[src/rtl/boot_word_rx.sv]
// boot_word_rx: UART byte receiver that pairs bytes (first byte high) into 16-bit words for a
// 64-entry boot RAM. Define BOOT_RX_PARITY_EN for 8E1 framing with a parity_err pulse.
module boot_word_rx #(
  parameter int CLKS_PER_BIT = 868
) (
  input  logic        clk,
  input  logic        rst,
  input  logic        ce,
  input  logic        rx,
  input  logic        restart,
  input  logic        word_ready,
  output logic        word_valid,
  output logic [15:0] word_data,
  output logic [5:0]  word_adr,
  output logic        load_done,
  output logic        frame_err,
`ifdef BOOT_RX_PARITY_EN
  output logic        parity_err,
`endif
  output logic        overrun
);

  // Handshake: word_valid rises with word_data/word_adr and holds them steady until a cycle
  // with word_valid && word_ready && ce (acceptance); word_valid drops on the following cycle.

`ifdef BOOT_RX_PARITY_EN
  typedef enum logic [2:0] {S_IDLE, S_START, S_DATA, S_PARITY, S_STOP} state_t;
`else
  typedef enum logic [1:0] {S_IDLE, S_START, S_DATA, S_STOP} state_t;
`endif

  localparam logic [11:0] FULL = 12'(CLKS_PER_BIT);
  localparam logic [11:0] HALF = 12'(CLKS_PER_BIT / 2);

  state_t      state_q;
  logic        rx_s1_q, rx_s2_q;
  logic [11:0] timer_q;
  logic [2:0]  bit_cnt_q;
  logic [7:0]  shift_q;
  logic        wait_high_q;
  logic        phase_q;
  logic [7:0]  hi_q;
  logic        valid_q;
  logic [15:0] data_q;
  logic [5:0]  adr_q;
  logic        load_done_q, frame_err_q, overrun_q;
`ifdef BOOT_RX_PARITY_EN
  logic        par_bad_q, parity_err_q;
`endif

  logic tick, accept, stop_ok, byte_fire;

  // The timer counts down enabled cycles; reaching 1 marks the bit centre.
  assign tick    = (timer_q == 12'd1);
  assign accept  = valid_q && word_ready && ce;
  assign stop_ok = (state_q == S_STOP) && tick && rx_s2_q;
`ifdef BOOT_RX_PARITY_EN
  assign byte_fire = ce && stop_ok && !par_bad_q;
`else
  assign byte_fire = ce && stop_ok;
`endif

  always_ff @(posedge clk or negedge rst) begin
    if (!rst) begin
      state_q     <= S_IDLE;
      rx_s1_q     <= 1'b1;
      rx_s2_q     <= 1'b1;
      timer_q     <= 12'd0;
      bit_cnt_q   <= 3'd0;
      shift_q     <= 8'd0;
      wait_high_q <= 1'b0;
      phase_q     <= 1'b0;
      hi_q        <= 8'd0;
      valid_q     <= 1'b0;
      data_q      <= 16'd0;
      adr_q       <= 6'd0;
      load_done_q <= 1'b0;
      frame_err_q <= 1'b0;
      overrun_q   <= 1'b0;
`ifdef BOOT_RX_PARITY_EN
      par_bad_q    <= 1'b0;
      parity_err_q <= 1'b0;
`endif
    end else begin
      load_done_q <= 1'b0;
      frame_err_q <= 1'b0;
`ifdef BOOT_RX_PARITY_EN
      parity_err_q <= 1'b0;
`endif
      if (ce) begin
        rx_s1_q <= rx;
        rx_s2_q <= rx_s1_q;

        case (state_q)
          S_IDLE: begin
            // After a framing error the line must return high before a new start is trusted.
            if (wait_high_q) begin
              if (rx_s2_q) wait_high_q <= 1'b0;
            end else if (!rx_s2_q) begin
              state_q <= S_START;
              timer_q <= HALF;
            end
          end
          S_START: begin
            if (tick) begin
              if (!rx_s2_q) begin
                state_q   <= S_DATA;
                timer_q   <= FULL;
                bit_cnt_q <= 3'd0;
              end else begin
                state_q <= S_IDLE;
              end
            end else begin
              timer_q <= timer_q - 12'd1;
            end
          end
          S_DATA: begin
            if (tick) begin
              shift_q   <= {rx_s2_q, shift_q[7:1]};
              timer_q   <= FULL;
              bit_cnt_q <= bit_cnt_q + 3'd1;
              if (bit_cnt_q == 3'd7) begin
`ifdef BOOT_RX_PARITY_EN
                state_q <= S_PARITY;
`else
                state_q <= S_STOP;
`endif
              end
            end else begin
              timer_q <= timer_q - 12'd1;
            end
          end
`ifdef BOOT_RX_PARITY_EN
          S_PARITY: begin
            if (tick) begin
              par_bad_q <= ^{shift_q, rx_s2_q};
              timer_q   <= FULL;
              state_q   <= S_STOP;
            end else begin
              timer_q <= timer_q - 12'd1;
            end
          end
`endif
          S_STOP: begin
            if (tick) begin
              state_q <= S_IDLE;
              if (!rx_s2_q) begin
                frame_err_q <= 1'b1;
                wait_high_q <= 1'b1;
              end
`ifdef BOOT_RX_PARITY_EN
              else if (par_bad_q) begin
                parity_err_q <= 1'b1;
              end
`endif
            end else begin
              timer_q <= timer_q - 12'd1;
            end
          end
          default: state_q <= S_IDLE;
        endcase

        if (accept) begin
          valid_q     <= 1'b0;
          adr_q       <= adr_q + 6'd1;
          load_done_q <= (adr_q == 6'd63);
        end

        if (byte_fire) begin
          if (!phase_q) begin
            hi_q    <= shift_q;
            phase_q <= 1'b1;
          end else begin
            phase_q <= 1'b0;
            // A word being accepted this cycle frees the slot for the new one.
            if (valid_q && !accept) begin
              overrun_q <= 1'b1;
            end else begin
              data_q  <= {hi_q, shift_q};
              valid_q <= 1'b1;
            end
          end
        end

        if (restart) begin
          phase_q     <= byte_fire;
          if (byte_fire) hi_q <= shift_q;
          adr_q       <= 6'd0;
          valid_q     <= 1'b0;
          overrun_q   <= 1'b0;
          load_done_q <= 1'b0;
        end
      end
    end
  end

  assign word_valid = valid_q;
  assign word_data  = data_q;
  assign word_adr   = adr_q;
  assign load_done  = load_done_q;
  assign frame_err  = frame_err_q;
  assign overrun    = overrun_q;
`ifdef BOOT_RX_PARITY_EN
  assign parity_err = parity_err_q;
`endif

endmodule

[config.mk]
export PLATFORM = sky130hd
export DESIGN_NAME = boot_word_rx
export DESIGN_NICKNAME = d
export VERILOG_FILES = /design/src/rtl/boot_word_rx.sv
export SDC_FILE = /design/constraint.sdc
export NUM_CORES = 1
export LEC_CHECK = 0
export CAP_MARGIN = 20
export CORE_MARGIN = 4
export CORE_UTILIZATION = 30
export DETAILED_ROUTE_END_ITERATION = 16
export PLACE_DENSITY = 0.55
export SLEW_MARGIN = 15
export SYNTH_ARGS = -nofsm -noshare
export SYNTH_HDL_FRONTEND = slang
export SYNTH_SLANG_ARGS = --single-unit
[constraint.sdc]
create_clock -name clk -period 2.9 [get_ports clk]
set_input_delay 0.58 -clock clk [delete_from_list [all_inputs] [get_ports clk]]
set_output_delay 0.58 -clock clk [all_outputs]
set_load 0.005 [all_outputs]
==> flow_summary.json <==
{
  "ys_seq_elements": 63,
  "root_buffer": "clkbuf_8",
  "reg2reg_slack_ns": 0.59,
  "cts_buffers": 9,
  "yosysMostFrequentCell": "dfrtp_1",
  "synth-edff-count": 0,
  "vdd_drop_max_v": 0.000205,
  "async_reset_ff_share_pct": 100,
  "clk_latency_ns": 0.33,
  "power.internal_mw": 1.33,
  "wire_per_inst_um": 14.3,
  "rsz0062_at_grt": "false",
  "numClockSinks": 63,
  "slew_headroom_pct": 55.4,
  "r2r-start": "timer_q[5]",
  "grt_pass1_wl_um": 11200,
  "vias": 2286,
  "maxCapViolations": 0,
  "hold_class": "input pin to asynchronous set/reset pin",
  "clk_pin_slew_ns": 0.07,
  "start_util_pct": 30.7,
  "fp.dieW_um": 111,
  "fill_cells": 1024,
  "rows": 37,
  "portBuffers": 31,
  "core_area_um2": 10300,
  "crit_chain": "nor4_1 > and3_1 > nand3_4 > mux2_4",
  "dpl.hpwl_um": 4510,
  "timing.fmax_mhz": 432,
  "boundaryPins": 32,
  "via_per_inst": 5.13,
  "areaGrowthSynthToFinish_pct": 21.2,
  "synth_area_um2": 3150,
  "syn_avg_cell_area_um2": 11.9,
  "finClkSkew_ns": 0.00690,
  "antenna_found_initial": 0,
  "grt_overflow": 0,
  "ant_nets": 0,
  "endpoint": "word_data[9]",
  "finalPower_mw": 1.84,
  "end_kind": "register",
  "status": "finished, final reports clean",
  "place.gp.congestion": 0.760,
  "synthCells": 265,
  "min_period_over_period_pct": 79.8,
  "setup-tns-final_ns": 0,
  "whs_ns": 0.110,
  "cts.htree.levels": 3,
  "cts_setup_buffers": 0,
  "setup_viol": 0,
  "dieArea_um2": 12200,
  "swShare_pct": 27.5,
  "grtUsageTotal_pct": 11.2,
  "ys_types": 57,
  "synth-seq-area-share_pct": 50.1,
  "ys_top_cells_by_area": "dfrtp_1, mux2_2, mux2_4",
  "cpPeakStageDelay_ns": 0.53,
  "firstDrtPassIters": 4,
  "criticalPathCategory": "register to register",
  "ctsResizeCount": 0,
  "r2r_end": "word_data[9]",
  "cp.required_ns": 3.12,
  "drive_gt1_share_pct": 23.2,
  "die_y_um": 111,
  "synth_commonest_cells": "dfrtp_1, mux2_2, nand2_1, o21ai_0",
  "cts.path.max_buffers": 2,
  "wl_um": 6400,
  "arrival_ns": 2.53,
  "final_hold_viol_count": 0,
  "clockPowerShare_pct": 37.2,
  "critPathMaxFanout": 16,
  "fin_crit_ns": 2.31,
  "syn_nets": 280,
  "p_leak_nw": 1.72,
  "antenna_cells": 0,
  "cts_tree": "built",
  "reg2reg_depth": 4,
  "grt_pass1_vias": 2291,
  "drc": 0,
  "switchingPower_uw": 506,
  "power_density_nw_per_um2": 481,
  "synth_area_leader_cell": "dfrtp_1",
  "seqPwrFrac_pct": 53.2,
  "synth-main-ff-cell": "dfrtp_1",
  "tightest_slew_ns": 0.663,
  "comb_power_share_pct": 9.6,
  "startpoint": "timer_q[5]",
  "first_iter_violations": 142,
  "drv_slew": 0,
  "grt_max_degree": 44,
  "synth_warnings": 0,
  "ctsHoldBuffers": 0,
  "crit_slowest_cell": "nor4_1",
  "yosysTopAreaCellShare_pct": 48.4,
  "final_nets": 320,
  "start_kind": "register"
}
-- routing by layer --
layer  wire, um  track usage [%]  part of all wire [%]
met5          0                0                     0
met4        133             4.76                   2.1
met3        314             3.40                   4.9
met2       2930             17.7                    46
met1       3020             14.1                    47
-- cell type report --
cell class	instances	area, um^2	area share (%)
multi-input combinational	180	1460	38.2
timing repair buffer	41	393	10.3
inverter	10	37.5	0.982
clock inverter	6	45.0	1.18
clock buffer	10	138	3.60
sequential	63	1580	41.3
tap	136	170	4.45
-- cells in the final DEF, fill, tap and decap left out, types with 5 or more instances in the layout --
cell and count:
a21o_1 5, a21oi_1 8, buf_4 9, clkbuf_8 10, clkdlybuf4s50_1 30, dfrtp_1 61
ha_1 9, inv_1 10, mux2_2 25, mux2_4 10, nand2_1 16, nand3_1 8
nand4_1 5, nor2_1 8, nor3_1 6, o21ai_0 11
-- power by group through the flow --
stage	sequential (mW)	clock, mW	combinational, mW
2_1_floorplan	0.966	0	0.148
3_3_place_gp	0.994	0	0.174
3_5_place_dp	0.994	0	0.176
4_1_cts	0.977	0.715	0.177
5_1_grt	0.984	0.758	0.199
6_report	0.978	0.684	0.176
-- metrics by stage --
step                      setup slack [ns]  util (%)  area [um^2]  std cells
final                                0.585      37.2         3820        446
after global routing                 0.328      37.2         3820        446
after CTS                            0.569      37.0         3800        445
after detailed placement             0.378      35.2         3620        429
after global placement               0.433      35.2         3620        429
after floorplan                      0.862         -         3150        265
-- cell families (layout without fill, tap and decap cells) --
| logic type | after synthesis | count (layout) | synth area share (%) |
|---|---|---|---|
| buffers and inverters | 22 | 67 | 3.61 |
| AND/OR/NAND/NOR | 70 | 70 | 13.6 |
| adder cells (fa/ha/maj) | 9 | 9 | 3.57 |
| XOR/XNOR | 2 | 2 | 0.556 |
| AO/OA/AOI/OAI | 62 | 62 | 14.2 |
| flip-flops | 63 | 63 | 50.1 |
| multiplexers | 37 | 37 | 14.3 |
-- sequential cells by signal, summed over array words and instances, names as in the netlist, named ones only --
name         count
word_valid       1
timer_q         12
hi_q             8
word_adr         6
wait_high_q      1
overrun          1
shift_q          8
word_data       16
rx_s1_q          1
load_done        1
bit_cnt_q        3
rx_s2_q          1
state_q          1
phase_q          1
frame_err        1
-- critical path: cells and delay by family, from the launching register on --
| kind | cells | cell delay, ns |
|---|---|---|
| flip-flops | 1 | 0.44 |
| multiplexers | 1 | 0.38 |
| AND/OR/NAND/NOR | 3 | 1.37 |
-- worst min-delay path by stage --
stage | startpoint | end | cells after the start
global placement | hi_q[6] | word_data[14] | 1
CTS | rst | timer_q[3] | 1
floorplan | rst | asynchronous set/reset pin | 0
finish | rst | timer_q[0] | 1
global route | rst | timer_q[0] | 1
detailed placement | hi_q[7] | word_data[15] | 1
Power figures use the tool's default switching activity.
